<file path="src/rtl/uart_echo_pkg.sv">
`default_nettype none
// ============================================================================
// Module      : uart_echo_pkg
// Description : Shared definitions for the UART echo core. Holds the mode
//               encodings, FSM state encoding, ASCII constants and the
//               case-swap helper.
//               Optional feature macro: UART_ECHO_CRLF_EN (CR -> CR LF).
// Revision    : 1.0  initial release
// ============================================================================
package uart_echo_pkg;

    // Values of the 2-bit i_mode input
    localparam logic [1:0] MODE_RAW      = 2'b00;
    localparam logic [1:0] MODE_ECHO     = 2'b01;
    localparam logic [1:0] MODE_SWAPCASE = 2'b10;
    localparam logic [1:0] MODE_HOLD     = 2'b11;

    localparam logic [7:0] ASCII_CR = 8'h0D;
    localparam logic [7:0] ASCII_LF = 8'h0A;

    // ST_LF is only reachable when UART_ECHO_CRLF_EN is defined
    typedef enum logic [1:0] {
        ST_IDLE = 2'd0,
        ST_SEND = 2'd1,
        ST_LF   = 2'd2
    } echo_state_t;

    // Letters A-Z / a-z differ only in bit 5; everything else passes through
    function automatic logic [7:0] swap_case(input logic [7:0] b);
        logic [7:0] r;
        r = b;
        if (((b >= 8'h41) && (b <= 8'h5A)) || ((b >= 8'h61) && (b <= 8'h7A)))
            r[5] = ~b[5];
        return r;
    endfunction

endpackage
`default_nettype wire

</file>
<file path="src/rtl/uart_echo_fifo.sv">
`default_nettype none
// ============================================================================
// Module      : uart_echo_fifo
// Description : Synchronous byte FIFO, depth 2**LGFLEN. The head entry is
//               read straight from the storage array, so a popped byte is
//               replaced by the next one in the same cycle.
// Ports       : i_clk, i_reset_n (async, active-low)
//               i_push / i_data  - write request and byte
//               i_pop            - remove head entry
//               o_head           - current head byte (valid when !o_empty)
//               o_full, o_empty  - status
//               o_fill           - occupancy, LGFLEN+1 bits
// Revision    : 1.0  initial release
// ============================================================================
module uart_echo_fifo #(
    parameter int LGFLEN = 4
) (
    input  logic              i_clk,
    input  logic              i_reset_n,
    input  logic              i_push,
    input  logic [7:0]        i_data,
    input  logic              i_pop,
    output logic [7:0]        o_head,
    output logic              o_full,
    output logic              o_empty,
    output logic [LGFLEN:0]   o_fill
);

    localparam int c_depth = 2 ** LGFLEN;

    logic [7:0]      r_mem [c_depth];
    logic [LGFLEN:0] r_wr_ptr;
    logic [LGFLEN:0] r_rd_ptr;
    logic            w_push_ok;
    logic            w_pop_ok;

    // Pointers carry one extra wrap bit: equal -> empty, only MSB differs -> full
    assign o_empty = (r_wr_ptr == r_rd_ptr);
    assign o_full  = (r_wr_ptr[LGFLEN] != r_rd_ptr[LGFLEN]) &&
                     (r_wr_ptr[LGFLEN-1:0] == r_rd_ptr[LGFLEN-1:0]);
    assign o_fill  = r_wr_ptr - r_rd_ptr;

    assign w_pop_ok  = i_pop && !o_empty;
    // A pop in the same cycle frees the slot the push is about to use
    assign w_push_ok = i_push && (!o_full || w_pop_ok);

    always_ff @(posedge i_clk or negedge i_reset_n) begin
        if (!i_reset_n) begin
            r_wr_ptr <= '0;
            r_rd_ptr <= '0;
        end else begin
            if (w_push_ok)
                r_wr_ptr <= r_wr_ptr + 1'b1;
            if (w_pop_ok)
                r_rd_ptr <= r_rd_ptr + 1'b1;
        end
    end

    // Storage needs no reset; pointers define what is valid
    always_ff @(posedge i_clk) begin
        if (w_push_ok)
            r_mem[r_wr_ptr[LGFLEN-1:0]] <= i_data;
    end

    assign o_head = r_mem[r_rd_ptr[LGFLEN-1:0]];

endmodule
`default_nettype wire

</file>
<file path="src/rtl/uart_echo_buf.sv">
`default_nettype none
// ============================================================================
// Module      : uart_echo_buf
// Description : UART echo core between rxuart and txuart. Received bytes are
//               queued in a FIFO and handed to the transmitter by a
//               write/busy handshake FSM. RAW mode instead echoes the serial
//               line bit by bit through one register. Optional case swap,
//               HOLD pause, sticky overflow flag and saturating drop count.
//               Optional feature macro: UART_ECHO_CRLF_EN - after a CR is
//               accepted by txuart an LF is offered as well.
// Ports       : i_clk, i_reset_n (async, active-low)
//               i_mode     - 00 RAW, 01 ECHO, 10 SWAPCASE, 11 HOLD
//               i_clr      - clear overflow flag and drop counter
//               i_uart_rx  - serial in (RAW path)
//               i_rx_stb, i_rx_data  - byte strobe from rxuart
//               i_tx_busy, i_tx_ser  - txuart busy and serial out
//               o_tx_wr, o_tx_data   - write request to txuart
//               o_uart_tx  - serial line out
//               o_fill, o_overflow, o_drop_cnt - buffer status
// Revision    : 1.0  initial release
// ============================================================================
module uart_echo_buf #(
    parameter int LGFLEN = 4,
    parameter int CNTW   = 8
) (
    input  logic              i_clk,
    input  logic              i_reset_n,
    input  logic [1:0]        i_mode,
    input  logic              i_clr,
    input  logic              i_uart_rx,
    input  logic              i_rx_stb,
    input  logic [7:0]        i_rx_data,
    input  logic              i_tx_busy,
    input  logic              i_tx_ser,
    output logic              o_tx_wr,
    output logic [7:0]        o_tx_data,
    output logic              o_uart_tx,
    output logic [LGFLEN:0]   o_fill,
    output logic              o_overflow,
    output logic [CNTW-1:0]   o_drop_cnt
);

    import uart_echo_pkg::*;

    localparam logic [CNTW-1:0] c_cnt_max = '1;

    echo_state_t      r_state;
    logic             r_tx_wr;
    logic [7:0]       r_tx_data;
    logic             r_raw_tx;
    logic             r_raw_sel;
    logic             r_overflow;
    logic [CNTW-1:0]  r_drop_cnt;

    logic             w_tx_mode;
    logic             w_push_req;
    logic             w_pop;
    logic             w_drop;
    logic [7:0]       w_head;
    logic             w_full;
    logic             w_empty;
    logic [LGFLEN:0]  w_fill;

    assign w_tx_mode  = (i_mode == MODE_ECHO) || (i_mode == MODE_SWAPCASE);
    assign w_push_req = i_rx_stb && (i_mode != MODE_RAW);
    // In SEND the head entry is the byte on offer, so accept == pop
    assign w_pop      = (r_state == ST_SEND) && !i_tx_busy;
    assign w_drop     = w_push_req && w_full && !w_pop;

    uart_echo_fifo #(
        .LGFLEN (LGFLEN)
    ) u_fifo (
        .i_clk     (i_clk),
        .i_reset_n (i_reset_n),
        .i_push    (w_push_req),
        .i_data    (i_rx_data),
        .i_pop     (w_pop),
        .o_head    (w_head),
        .o_full    (w_full),
        .o_empty   (w_empty),
        .o_fill    (w_fill)
    );

    // ------------------------------------------------------------------
    // Transmit handshake FSM. Once o_tx_wr is raised it stays up until
    // txuart takes the byte, whatever happens to i_mode meanwhile.
    // ------------------------------------------------------------------
    always_ff @(posedge i_clk or negedge i_reset_n) begin
        if (!i_reset_n) begin
            r_state   <= ST_IDLE;
            r_tx_wr   <= 1'b0;
            r_tx_data <= 8'h00;
        end else begin
            case (r_state)
                ST_IDLE: begin
                    if (!w_empty && w_tx_mode) begin
                        r_tx_data <= (i_mode == MODE_SWAPCASE) ? swap_case(w_head) : w_head;
                        r_tx_wr   <= 1'b1;
                        r_state   <= ST_SEND;
                    end
                end
                ST_SEND: begin
                    if (!i_tx_busy) begin
`ifdef UART_ECHO_CRLF_EN
                        // Checked on the swapped byte; the LF is not a FIFO entry
                        if (r_tx_data == ASCII_CR) begin
                            r_tx_data <= ASCII_LF;
                            r_state   <= ST_LF;
                        end else
`endif
                        begin
                            r_tx_wr <= 1'b0;
                            r_state <= ST_IDLE;
                        end
                    end
                end
`ifdef UART_ECHO_CRLF_EN
                ST_LF: begin
                    if (!i_tx_busy) begin
                        r_tx_wr <= 1'b0;
                        r_state <= ST_IDLE;
                    end
                end
`endif
                default: begin
                    r_tx_wr <= 1'b0;
                    r_state <= ST_IDLE;
                end
            endcase
        end
    end

    // ------------------------------------------------------------------
    // Overflow flag and saturating drop counter; clear wins over a drop
    // ------------------------------------------------------------------
    always_ff @(posedge i_clk or negedge i_reset_n) begin
        if (!i_reset_n) begin
            r_overflow <= 1'b0;
            r_drop_cnt <= '0;
        end else if (i_clr) begin
            r_overflow <= 1'b0;
            r_drop_cnt <= '0;
        end else if (w_drop) begin
            r_overflow <= 1'b1;
            if (r_drop_cnt != c_cnt_max)
                r_drop_cnt <= r_drop_cnt + 1'b1;
        end
    end

    // ------------------------------------------------------------------
    // Serial output path. The select is registered alongside the raw bit
    // and resets to the raw side, so reset forces an idle mark on the line
    // regardless of what txuart is driving.
    // ------------------------------------------------------------------
    always_ff @(posedge i_clk or negedge i_reset_n) begin
        if (!i_reset_n) begin
            r_raw_tx  <= 1'b1;
            r_raw_sel <= 1'b1;
        end else begin
            r_raw_tx  <= i_uart_rx;
            r_raw_sel <= (i_mode == MODE_RAW);
        end
    end

    assign o_uart_tx  = r_raw_sel ? r_raw_tx : i_tx_ser;
    assign o_tx_wr    = r_tx_wr;
    assign o_tx_data  = r_tx_data;
    assign o_fill     = w_fill;
    assign o_overflow = r_overflow;
    assign o_drop_cnt = r_drop_cnt;

endmodule
`default_nettype wire

</file>
<file path="config.mk">
export PLATFORM = sky130hd
export DESIGN_NAME = uart_echo_buf
export DESIGN_NICKNAME = d
export VERILOG_FILES = /design/src/rtl/uart_echo_pkg.sv /design/src/rtl/uart_echo_fifo.sv /design/src/rtl/uart_echo_buf.sv
export SDC_FILE = /design/constraint.sdc
export NUM_CORES = 1
export LEC_CHECK = 0
export CORE_UTILIZATION = 50
export CTS_CLUSTER_SIZE = 10
export DETAILED_ROUTE_END_ITERATION = 16
export MAX_ROUTING_LAYER = met4
export PLACE_DENSITY_LB_ADDON = 0.25
export RECOVER_POWER = 50
export SETUP_SLACK_MARGIN = 0.3
export SYNTH_ARGS = -nofsm -noshare
export SYNTH_HDL_FRONTEND = slang
export SYNTH_SLANG_ARGS = --single-unit
</file>
<file path="constraint.sdc">
create_clock -name i_clk -period 3.57 [get_ports i_clk]
set_input_delay 0.5355 -clock i_clk [delete_from_list [all_inputs] [get_ports i_clk]]
set_output_delay 0.5355 -clock i_clk [all_outputs]
set_load 0.01 [all_outputs]
</file>
==> After elaboration in Yosys (flattened, before gate mapping) <==
Memories as Yosys holds them, arrays and structs flattened.
Cells that the tools add are included.
{ "word_totals": {"ramBits": 128, "in_bits": 17, "ff_bits": 32, "memories": 1, "output_inout_bits": 24} }
{ "classes": {"eq_ne": 9, "n_addsub": 4, "order_cmp": 4, "bitwise": 1, "n_reduce_logical": 25, "muxes": 16} }
{ "mem_list": {"columns": ["memory", "depth", "width", "read_ports", "rd_ports_with_merged_regs", "write_ports", "line", "rtl"], "rows": [
  ["u_fifo.r_mem", 16, 8, 1, 0, 1, "uart_echo_fifo.sv:31", "logic [7:0] r_mem [c_depth];"]
]} }
{ "op_table": {"columns": ["op", "n"], "rows": [
  ["$mux W8", 3],
  ["$ge A8 B7 Y1 const B", 2],
  ["$le A8 B7 Y1 const B", 2],
  ["$add A5 B1 Y5 const B", 2],
  ["$logic_and A1 B1 Y1", 10],
  ["$add A8 B1 Y8 const B", 1],
  ["$mux W1", 8],
  ["$ne A8 B8 Y1 const B", 1],
  ["$mux W6", 1],
  ["$reduce_and A2 Y1", 3],
  ["$reduce_bool A2 Y1", 3],
  ["$eq A5 B5 Y1", 1],
  ["$sub A5 B5 Y5", 1],
  ["$eq A2 B1 Y1 const B", 2],
  ["$eq A4 B4 Y1", 1],
  ["$logic_not A1 Y1", 4],
  ["$logic_not A2 Y1", 2],
  ["$mux W2", 2],
  ["$ne A2 B2 Y1 const B", 2],
  ["$pmux W2 S2", 1],
  ["$logic_or A1 B1 Y1", 3],
  ["$eq A2 B2 Y1 const B", 1],
  ["$pmux W1 S2", 1],
  ["$ne A1 B1 Y1", 1],
  ["$not A1 Y1", 1]
]} }

==> Logic depth before layout (Yosys ltp) <==
Gate-level depths: netlist of the first run.
{ "logic_depth": {"depth_word": 7, "depth_mapped": 13} }

==> Cells and area by module <==
A second synthesis of the first run with hierarchy kept.
{ "hier_totals": {"cells_unflattened": 386, "hier_area_um2": 6751.5} }
{ "by_module_without_submodules": {"columns": ["module", "cells_per_inst", "area_per_inst_um2", "seq_area_each_um2", "instances"], "rows": [
  ["uart_echo_fifo", 295, 5754.3, 4093.9, 1],
  ["uart_echo_buf", 91, 997.2, 503.0, 1]
]} }

==> Least setup slack after synthesis of the first run <==
Ideal clock, no wire load.
{ "synth_path": {"path_type": "register to register", "start": "register u_fifo.r_rd_ptr[1]", "end": "memory u_fifo.r_mem[3][0] (enable)", "path_stages_with_launch": 12, "path_buffers": 4, "setup_ns": 0.383, "period_less_slack_ns": 3.123, "slack_ns": 0.447, "required_time_ns": 3.187, "arrival_ns": 2.739, "path_cell_list": "dfrtp_1 > buf_6 > buf_2 > buf_2 > inv_1 > ha_1 > and4_1 > nand3_1 > and2_1 > clkbuf_1 > nand2_1 > nor3_1"} }
{ "synth_via": {"elab_chain_cells": 7, "word_cells_on_any_way": 10} }
{ "synth_rtl": {"columns": ["item", "line", "rtl"], "rows": [
  ["start, declared", "uart_echo_fifo.sv:33", "logic [LGFLEN:0] r_rd_ptr;"],
  ["start signal, assigned", "uart_echo_fifo.sv:55", "r_rd_ptr <= r_rd_ptr + 1'b1;"],
  ["$eq A5 B5 Y1 / $eq A4 B4 Y1 (equally long branches)", "uart_echo_fifo.sv:38, uart_echo_fifo.sv:40", null],
  ["$logic_not A1 Y1 / $logic_and A1 B1 Y1 (equally long branches)", "uart_echo_fifo.sv:43, uart_echo_fifo.sv:39", null],
  ["$logic_and A1 B1 Y1 / $logic_not A1 Y1 (equally long branches)", "uart_echo_fifo.sv:43, uart_echo_fifo.sv:45", null],
  ["$logic_or A1 B1 Y1 *", "uart_echo_fifo.sv:45", "assign w_push_ok = i_push && (!o_full || w_pop_ok);"],
  ["$logic_and A1 B1 Y1 *", "uart_echo_fifo.sv:45", null],
  ["$mux W1 *", "uart_echo_fifo.sv:61", "if (w_push_ok)"],
  ["$mux W1 (implied by the code) *", "uart_echo_fifo.sv:62", "r_mem[r_wr_ptr[LGFLEN-1:0]] <= i_data;"],
  ["end, declared", "uart_echo_fifo.sv:31", null]
]} }
Every way passes the cells marked *; elsewhere a longest branch is shown, timed or not.

==> Worst setup path after layout of the first run <==
{ "layout_path": {"start": "register u_fifo.r_wr_ptr[0]", "end": "output port o_fill[4]"} }
{ "layout_via": {"elab_chain_cells": 1} }
{ "layout_rtl": {"columns": ["item", "line", "rtl"], "rows": [
  ["start, declared", "uart_echo_fifo.sv:32", "logic [LGFLEN:0] r_wr_ptr;"],
  ["start signal, assigned", "uart_echo_fifo.sv:53", "r_wr_ptr <= r_wr_ptr + 1'b1;"],
  ["$sub A5 B5 Y5", "uart_echo_fifo.sv:41", "assign o_fill = r_wr_ptr - r_rd_ptr;"],
  ["end, declared", "uart_echo_buf.sv:38", "output logic [LGFLEN:0] o_fill,"]
]} }
No other way between the ends.

==> results of run 1 <==
metrics by stage:
| stage | utilization, % | hold WS, ns | std cells | worst slack [ns] | area [µm²] |
|---|---|---|---|---|---|
| after floorplan | - | 0.2399 | 371 | 0.4473 | 6538 |
| after global placement | 56.98 | 0.4798 | 588 | 0.7447 | 7219 |
| after detailed placement | 56.98 | 0.4853 | 588 | 0.7001 | 7219 |
| after CTS | 61.53 | 0.4930 | 618 | 0.4472 | 7796 |
| after global routing | 61.50 | 0.5102 | 618 | 0.3302 | 7792 |
| final | 61.50 | 0.4866 | 618 | 0.4692 | 7792 |
registers in the layout, indices dropped and copies added, names as in the netlist:
register and cells:
o_drop_cnt 8, r_raw_sel 1, u_fifo.r_rd_ptr 5, r_raw_tx 1, o_tx_data 8, o_overflow 1, u_fifo.r_mem 128, o_tx_wr 1
u_fifo.r_wr_ptr 5
power groups by stage:
stage | Combinational, W | Sequential [W] | Clock (W)
global placement | 0.00203 | 0.00243 | 0
floorplan | 0.00142 | 0.00236 | 0
global route | 0.00222 | 0.00243 | 0.00186
detailed placement | 0.00207 | 0.00244 | 0
CTS | 0.00208 | 0.00241 | 0.00178
finish | 0.00203 | 0.00240 | 0.00176
critical path, cell delays in order, from the launching register on:
cell and delay (ns):
sky130_fd_sc_hd__dfrtp_1 0.42, sky130_fd_sc_hd__inv_1 0.18, sky130_fd_sc_hd__ha_1 0.22, sky130_fd_sc_hd__fa_1 0.21, sky130_fd_sc_hd__inv_1 0.06, sky130_fd_sc_hd__a21o_1 0.17
sky130_fd_sc_hd__a21oi_1 0.18, sky130_fd_sc_hd__xor2_1 0.17, sky130_fd_sc_hd__clkdlybuf4s50_1 0.55
kinds of logic (layout without fill, tap and decap cells):
kind of cell | after synthesis | in the layout
flip-flops | 158 | 158
AND/OR/NAND/NOR | 75 | 75
multiplexers | 54 | 54
buffers and inverters | 28 | 103
AO/OA/AOI/OAI | 24 | 24
XOR/XNOR | 19 | 19
adder cells (fa/ha/maj) | 13 | 13
worst paths after layout:
kind	end	slack, ns	start	depth (start not counted)
max in group asynchronous	o_tx_data[0]$_DFFE_PN0P_	1.88	i_reset_n	2
setup reg to reg	o_tx_data[5]$_DFFE_PN0P_	0.77	u_fifo.r_rd_ptr[3]$_DFFE_PN0P_	8
hold / removal	o_tx_data[3]$_DFFE_PN0P_	0.49	o_tx_data[3]$_DFFE_PN0P_	1
hold reg to reg	o_tx_data[3]$_DFFE_PN0P_	0.49	o_tx_data[3]$_DFFE_PN0P_	1
setup / recovery	o_fill[4]	0.47	u_fifo.r_wr_ptr[0]$_DFFE_PN0P_	8
min in group asynchronous	o_drop_cnt[7]$_DFFE_PN0P_	0.68	i_reset_n	1
layout make-up:
type | count | area share, %
Sequential cell | 158 | 59.02
Multi-Input combinational cell | 185 | 22.98
Timing Repair Buffer | 61 | 7.274
Clock buffer | 18 | 5.507
Tap cell | 172 | 2.762
Clock inverter | 12 | 1.879
Inverter | 12 | 0.5780
cells in the final DEF, fill, tap and decap left out, types with 2 or more instances in the layout:
cell type and instances:
sky130_fd_sc_hd__clkbuf_1 2, sky130_fd_sc_hd__o22ai_1 4, sky130_fd_sc_hd__clkinvlp_4 3, sky130_fd_sc_hd__dfrtp_2 2, sky130_fd_sc_hd__a21o_1 2, sky130_fd_sc_hd__xor2_1 9, sky130_fd_sc_hd__nand2b_1 5, sky130_fd_sc_hd__nor2b_1 3
sky130_fd_sc_hd__and4_1 2, sky130_fd_sc_hd__mux2_4 3, sky130_fd_sc_hd__nand4_1 5, sky130_fd_sc_hd__nand3_1 3, sky130_fd_sc_hd__and2_1 3, sky130_fd_sc_hd__dfrtp_1 26, sky130_fd_sc_hd__inv_1 12, sky130_fd_sc_hd__bufinv_16 3
sky130_fd_sc_hd__nand2_1 15, sky130_fd_sc_hd__mux2_2 9, sky130_fd_sc_hd__dfstp_2 2, sky130_fd_sc_hd__o221ai_1 3, sky130_fd_sc_hd__clkdlybuf4s50_1 19, sky130_fd_sc_hd__clkbuf_16 17, sky130_fd_sc_hd__buf_4 19, sky130_fd_sc_hd__nor2_1 31
sky130_fd_sc_hd__dlygate4sd3_1 21, sky130_fd_sc_hd__a21oi_1 4, sky130_fd_sc_hd__nor3_1 5, sky130_fd_sc_hd__o21ai_0 3, sky130_fd_sc_hd__clkinv_1 3, sky130_fd_sc_hd__mux2i_1 10, sky130_fd_sc_hd__xnor2_1 10, sky130_fd_sc_hd__edfxtp_1 128
sky130_fd_sc_hd__a221o_1 4, sky130_fd_sc_hd__mux4_2 28, sky130_fd_sc_hd__mux2_1 4, sky130_fd_sc_hd__ha_1 12
routing by layer:
metal  global-route usage, %  vias up  wire length [µm]  part of all wire, %
li1                        -     1558                 -                    -
met1                   27.85     1738              5588                   45
met2                   32.03       91              5950                   48
met3                   5.345       15               591                  4.8
met4                   8.974        0               248                  2.0
met5                       -        -                 0                    0
timing repair:
item                                    in CTS  in global routing
hold buffers                                 0                  0
endpoints found under the setup margin       1                  0
gates resized for setup                      1                  0
==> impl_summary.log, run 1 <==
INFO  metric arrival = 2.57 ns
INFO  metric die_width = 116.3 µm
INFO  metric synth.area.mux_share = 14.11%
INFO  metric power = 0.006190 W
INFO  metric vdd_ir_drop_max = 0.4230 mV
INFO  metric post_synth_num_cell_types = 40
INFO  metric path_clk_slew = 0.06 ns
INFO  metric clk-insertion-delay-late = 0.42 ns
INFO  metric power.static_leakage = 2.778 nW
INFO  metric synth_area_leader_cell = sky130_fd_sc_hd__edfxtp_1
INFO  metric clock_power_share = 28.4%
INFO  metric floorplan.core_area = 12670 µm²
INFO  metric initialDrtViolationCount = 273
INFO  metric number_of_h_tree_levels = 4
INFO  metric num-nets-final = 465
INFO  metric largest_net_degree_at_the_start_of_global_routing = 38
INFO  metric min_period = 3.101 ns
INFO  metric placementRows = 41
INFO  metric count_of_flip_flops_with_a_built_in_enable_after_synthesis = 128
INFO  metric dr_total_vias = 3402
INFO  metric internal_power = 0.004330 W
INFO  metric power.share.sequential = 38.9%
INFO  metric synth_area_in_compound_gates = 2.737%
INFO  metric power.density = 794.4 nW/µm²
INFO  metric drt_pass1_iterations = 4
INFO  metric post_synth_most_frequent_cells = 128 x sky130_fd_sc_hd__edfxtp_1, 31 x sky130_fd_sc_hd__nor2_1, 28 x sky130_fd_sc_hd__dfrtp_1, 28 x sky130_fd_sc_hd__mux4_2, 15 x sky130_fd_sc_hd__nand2_1
INFO  metric final_layout_size_suffix_gt1_share = 20.40%
INFO  metric worst_slew_pin_slew = 0.8741 ns
INFO  metric remaining_drc_errors = 0
INFO  metric grt_antenna_before_repair = 0
INFO  metric vias_per_cell = 5.505
INFO  metric fin_setup_tns = 0 ns
INFO  metric grt_pass1_wl = 19.40 mm
INFO  metric grt_pass1_vias = 3457
INFO  metric timing.critical_path.fanout_max = 4
INFO  metric initial_core_util = 51.59%
INFO  metric switching_share = 30.05%
INFO  metric pin_count = 41
INFO  metric route.antenna.remaining_nets = 0
INFO  metric synth-seq-area-share = 70.32%
INFO  metric synthXorXnorAreaFrac = 2.545%
INFO  metric final.fill_count = 929
INFO  metric number_of_synthesis_warnings = 0
INFO  metric synth_top_area_share = 58.79%
INFO  metric cts_tree = built
INFO  metric worstSetupStartpointType = flip-flop
INFO  metric grt_overflow_total = 0
INFO  metric finalCritPeriodShare = 86.86%
INFO  metric timing.final.max_slew_violations = 0
INFO  metric postSynth.topFlopCell = sky130_fd_sc_hd__edfxtp_1
INFO  metric combinationalPowerShare = 32.8%
INFO  metric post_synth_design_cell_area = 6538 µm²
INFO  metric buffer_ports.inserted = 40
INFO  metric synth_top_family_by_area = multiplexers
INFO  metric synthMostInstantiatedCell = sky130_fd_sc_hd__edfxtp_1
INFO  metric die_area = 13540 µm²
INFO  metric upper_clock_frequency_limit = 322.5 MHz
INFO  metric layout.area.seq = 4599 µm²
INFO  metric synth_fp_nets = 401
INFO  metric n_antenna_cell = 0
INFO  metric grt_use_total = 21.34%
INFO  metric finClkSkew = 0.005125 ns
INFO  metric multiInputGateArea = 1790 µm²
INFO  metric ys_ff_latch = 158
INFO  metric min_path_type = reg -> reg
INFO  metric path_class = reg -> out
INFO  metric worstSetupEndpointType = primary output
INFO  metric relative_slew_margins = 41.54%
INFO  metric grt_setup_unrepaired = false
INFO  metric detailedPlacementHpwl = 8.613 mm
INFO  metric numCtsBuffers = 17
INFO  metric drt_wl_total = 12.38 mm
INFO  metric synth_simple_gate_area_share = 5.397%
INFO  metric root_buffer = sky130_fd_sc_hd__clkbuf_16
INFO  metric finalSetupViolCount = 0
INFO  metric final-hold-violation-count = 0
INFO  metric required = 3.03 ns
INFO  metric status = finished, final reports clean
INFO  metric synthesized_area_fraction_occupied_by_adder_cells = 2.603%
INFO  metric cts_sinks = 158
INFO  metric power_switching = 0.001860 W
INFO  metric netlist_top_cells_area = sky130_fd_sc_hd__edfxtp_1 59%, sky130_fd_sc_hd__dfrtp_1 11%, sky130_fd_sc_hd__mux4_2 9.6%, sky130_fd_sc_hd__ha_1 2.3%, sky130_fd_sc_hd__nor2_1 1.8%
INFO  metric async_flop_share = 18.99%
INFO  metric avg_synthesized_cell_area = 17.62 µm²
INFO  metric wl_per_cell = 20.03 µm
INFO  metric netlist_instances = 371
INFO  metric cts_buffer_depth = 2
INFO  metric die_height = 116.3 µm
INFO  metric place_congestion = 0.8609
INFO  metric area_growth_syn_to_layout = 19.20%
INFO  metric max_cap_violations = 0
INFO  metric cts.repair_timing.setup_buffer_count = 0
Note: power is estimated with default switching activity, not from simulation.
==> run 2: changes to the inputs <==
- PLACE_DENSITY: unset -> 0.77
- PLACE_DENSITY_LB_ADDON: 0.25 -> unset
- TNS_END_PERCENT: unset -> 30
==> run 2 against run 1 <==
Die area stayed put; first-iteration DRC count grew 9.2%; hold slack worse by 0.0012 ns; clock-buffer cell count decreased by 1; critical path depth is 1 lower; flip-flop and latch count stayed put; maximum frequency decreased by 0.44%; highest routed layer unchanged; core utilization is 0.33 points lower; worst setup slack worse by 0.014 ns.
==> impl_summary.log, run 2 (same netlist as run 1, synthesis figures left out) <==
INFO  metric status = finished, final reports clean
INFO  metric die_height = 116.3 µm
INFO  metric cts_tree = built
INFO  metric numCtsBuffers = 17
INFO  metric drt_wl_total = 12.88 mm
INFO  metric grt_setup_unrepaired = false
INFO  metric fin_setup_tns = 0 ns
INFO  metric most-common-layout-cells = 128 x sky130_fd_sc_hd__edfxtp_1, 31 x sky130_fd_sc_hd__nor2_1, 28 x sky130_fd_sc_hd__mux4_2, 27 x sky130_fd_sc_hd__dfrtp_1, 23 x sky130_fd_sc_hd__buf_4
INFO  metric num-nets-final = 468
INFO  metric power = 0.006062 W
INFO  metric power.static_leakage = 2.780 nW
INFO  metric initial_core_util = 51.59%
INFO  metric whs_endpoint = o_tx_data[5]$_DFFE_PN0P_
INFO  metric remaining_drc_errors = 0
INFO  metric buffer_ports.inserted = 40
INFO  metric pin_count = 41
INFO  metric cp_slowest_cell = sky130_fd_sc_hd__clkdlybuf4s50_1
INFO  metric upper_clock_frequency_limit = 321.1 MHz
INFO  metric clk-insertion-delay-late = 0.41 ns
INFO  metric power.density = 782.1 nW/µm²
INFO  metric grtUsageMet3 = 4.826%
INFO  metric dr_total_vias = 3499
INFO  metric critical-path-max-stage-delay = 0.57 ns
INFO  metric final.fill_count = 897
INFO  metric number_of_flip_flops_in_the_largest_register = 128
INFO  metric placementRows = 41
INFO  metric holdBufCountCts = 0
INFO  metric grt_use_total = 21.14%
INFO  metric mostFrequentLayoutCell = sky130_fd_sc_hd__edfxtp_1
INFO  metric min_path_type = reg -> reg
INFO  metric grt_overflow_total = 0
INFO  metric wl_per_cell = 20.73 µm
INFO  metric die_width = 116.3 µm
INFO  metric worstSetupStartpointType = flip-flop
INFO  metric initialDrtViolationCount = 298
INFO  metric final_layout_size_suffix_gt1_share = 20.94%
INFO  metric cts_buffer_depth = 2
INFO  metric timing.reg2reg.worst_path_depth = 8
INFO  metric timing.critical_path.fanout_max = 9
INFO  metric min_period = 3.114 ns
INFO  metric hold_depth = 1
INFO  metric worst_slew_pin_slew = 0.8597 ns
INFO  metric largest_net_degree_at_the_start_of_global_routing = 23
INFO  metric multiInputGateArea = 1790 µm²
INFO  metric r2r-start = u_fifo.r_rd_ptr[3]$_DFFE_PN0P_
INFO  metric finalSetupViolCount = 0
INFO  metric die_area = 13540 µm²
INFO  metric route.antenna.remaining_nets = 0
INFO  metric cts.repair_timing.setup_buffer_count = 0
INFO  metric area_growth_syn_to_layout = 18.56%
INFO  metric grt_pass1_vias = 3520
INFO  metric path_class = reg -> out
INFO  metric worst_hold_startpoint = o_tx_data[5]$_DFFE_PN0P_
INFO  metric cts_sinks = 158
INFO  metric detailedPlacementHpwl = 8.898 mm
INFO  metric layout.area.seq = 4598 µm²
INFO  metric worstPathCellList = ha_1 > fa_1 > inv_1 > a21o_1 > a21oi_1 > xor2_1 > clkdlybuf4s50_1
INFO  metric n_antenna_cell = 0
INFO  metric floorplan.core_area = 12670 µm²
INFO  metric max_cap_violations = 0
INFO  metric relative_slew_margins = 42.69%
INFO  metric place_congestion = 0.8470
INFO  metric arrival = 2.58 ns
INFO  metric cpLargestDelayFamily = adder cells
INFO  metric finalCritPeriodShare = 87.24%
INFO  metric grt-busiest-layer = met2
INFO  metric worstSetupEndpointType = primary output
INFO  metric worst_path_buf_inv = 2
INFO  metric vdd_ir_drop_max = 0.4095 mV
INFO  metric vias_per_cell = 5.634
INFO  metric crit-reg2reg-capture = u_fifo.r_mem[14][5]$_DFFE_PP_
INFO  metric finClkSkew = 0.007051 ns
INFO  metric timing.final.max_slew_violations = 0
INFO  metric final-hold-violation-count = 0
INFO  metric drt_pass1_iterations = 5
INFO  metric gr-usage-met2 = 33.73%
INFO  metric required = 3.03 ns
INFO  metric grt_pass1_wl = 19.49 mm
INFO  metric setup.reg_to_reg.worst_slack = 0.58 ns
INFO  metric root_buffer = sky130_fd_sc_hd__clkbuf_16
INFO  metric cts_repair_resize_count = 0
INFO  metric number_of_h_tree_levels = 4
INFO  metric grt.met1_usage = 26.95%
INFO  metric grt_antenna_before_repair = 0
INFO  metric path_clk_slew = 0.06 ns
[run 2: cell count changes in the layout (fill, tap and decap cells not counted), sizes merged]
| cell | before | now |
|---|---|---|
| buf | 20 | 23 |
| bufinv | 3 | 1 |
| clkbuf | 19 | 18 |
| clkinvlp | 3 | 1 |
| inv | 13 | 14 |
| clkinv | 5 | 9 |
[run 2: worst max path at each step]
| stage | start | endpoint | depth (start not counted) |
|---|---|---|---|
| final | u_fifo.r_rd_ptr[0]$_DFFE_PN0P_ | o_fill[4] | 7 |
| after global routing | u_fifo.r_rd_ptr[0]$_DFFE_PN0P_ | o_fill[4] | 7 |
| after CTS | u_fifo.r_rd_ptr[0]$_DFFE_PN0P_ | o_fill[4] | 7 |
| after detailed placement | u_fifo.r_rd_ptr[3]$_DFFE_PN0P_ | u_fifo.r_mem[9][3]$_DFFE_PP_ | 8 |
| after global placement | u_fifo.r_rd_ptr[3]$_DFFE_PN0P_ | u_fifo.r_mem[9][2]$_DFFE_PP_ | 8 |
| after floorplan | u_fifo.r_rd_ptr[1]$_DFFE_PN0P_ | u_fifo.r_mem[3][0]$_DFFE_PP_ | 11 |
[run 2: cell type report]
class / instances / area share [%]
Clock buffer: 17 / 5.488
Multi-Input combinational cell: 185 / 23.10
Sequential cell: 158 / 59.32
Tap cell: 172 / 2.776
Timing Repair Buffer: 64 / 7.441
Inverter: 12 / 0.5811
Clock inverter: 13 / 1.291
[run 2: layer usage]
| layer | part of all wire [%] | wire [µm] | vias up |
|---|---|---|---|
| met5 | 0 | 0 | - |
| met4 | 1.7 | 218 | 0 |
| met3 | 7.0 | 904 | 15 |
| met2 | 50 | 6402 | 133 |
| met1 | 42 | 5348 | 1788 |
| li1 | - | - | 1563 |
[run 2: metrics by stage]
step / cell area, µm² / utilization (%) / hold slack [ns] / setup slack [ns] / instances
after floorplan: 6538 / - / 0.2399 / 0.4473 / 371
after global placement: 7229 / 57.06 / 0.4737 / 0.7289 / 591
after detailed placement: 7229 / 57.06 / 0.4793 / 0.6385 / 591
after CTS: 7755 / 61.20 / 0.4904 / 0.4227 / 621
after global routing: 7751 / 61.17 / 0.5011 / 0.3225 / 621
final: 7751 / 61.17 / 0.4854 / 0.4556 / 621
[run 2: report_power, final]
| part | internal [W] | total (W) | switching, W |
|---|---|---|---|
| clock network | 0.000940 | 0.00160 | 0.000661 |
| registers | 0.00223 | 0.00239 | 0.000167 |
| logic | 0.00102 | 0.00207 | 0.00104 |
[run 2: worst reg2reg max path, cell delays in order, from the launching register on]
cell,delay (ns)
sky130_fd_sc_hd__dfrtp_1,0.56
sky130_fd_sc_hd__inv_1,0.27
sky130_fd_sc_hd__ha_1,0.40
sky130_fd_sc_hd__and4_1,0.22
sky130_fd_sc_hd__nand3_1,0.08
sky130_fd_sc_hd__and2_1,0.30
sky130_fd_sc_hd__nand2_1,0.18
sky130_fd_sc_hd__nor2_1,0.46
sky130_fd_sc_hd__buf_4,0.24
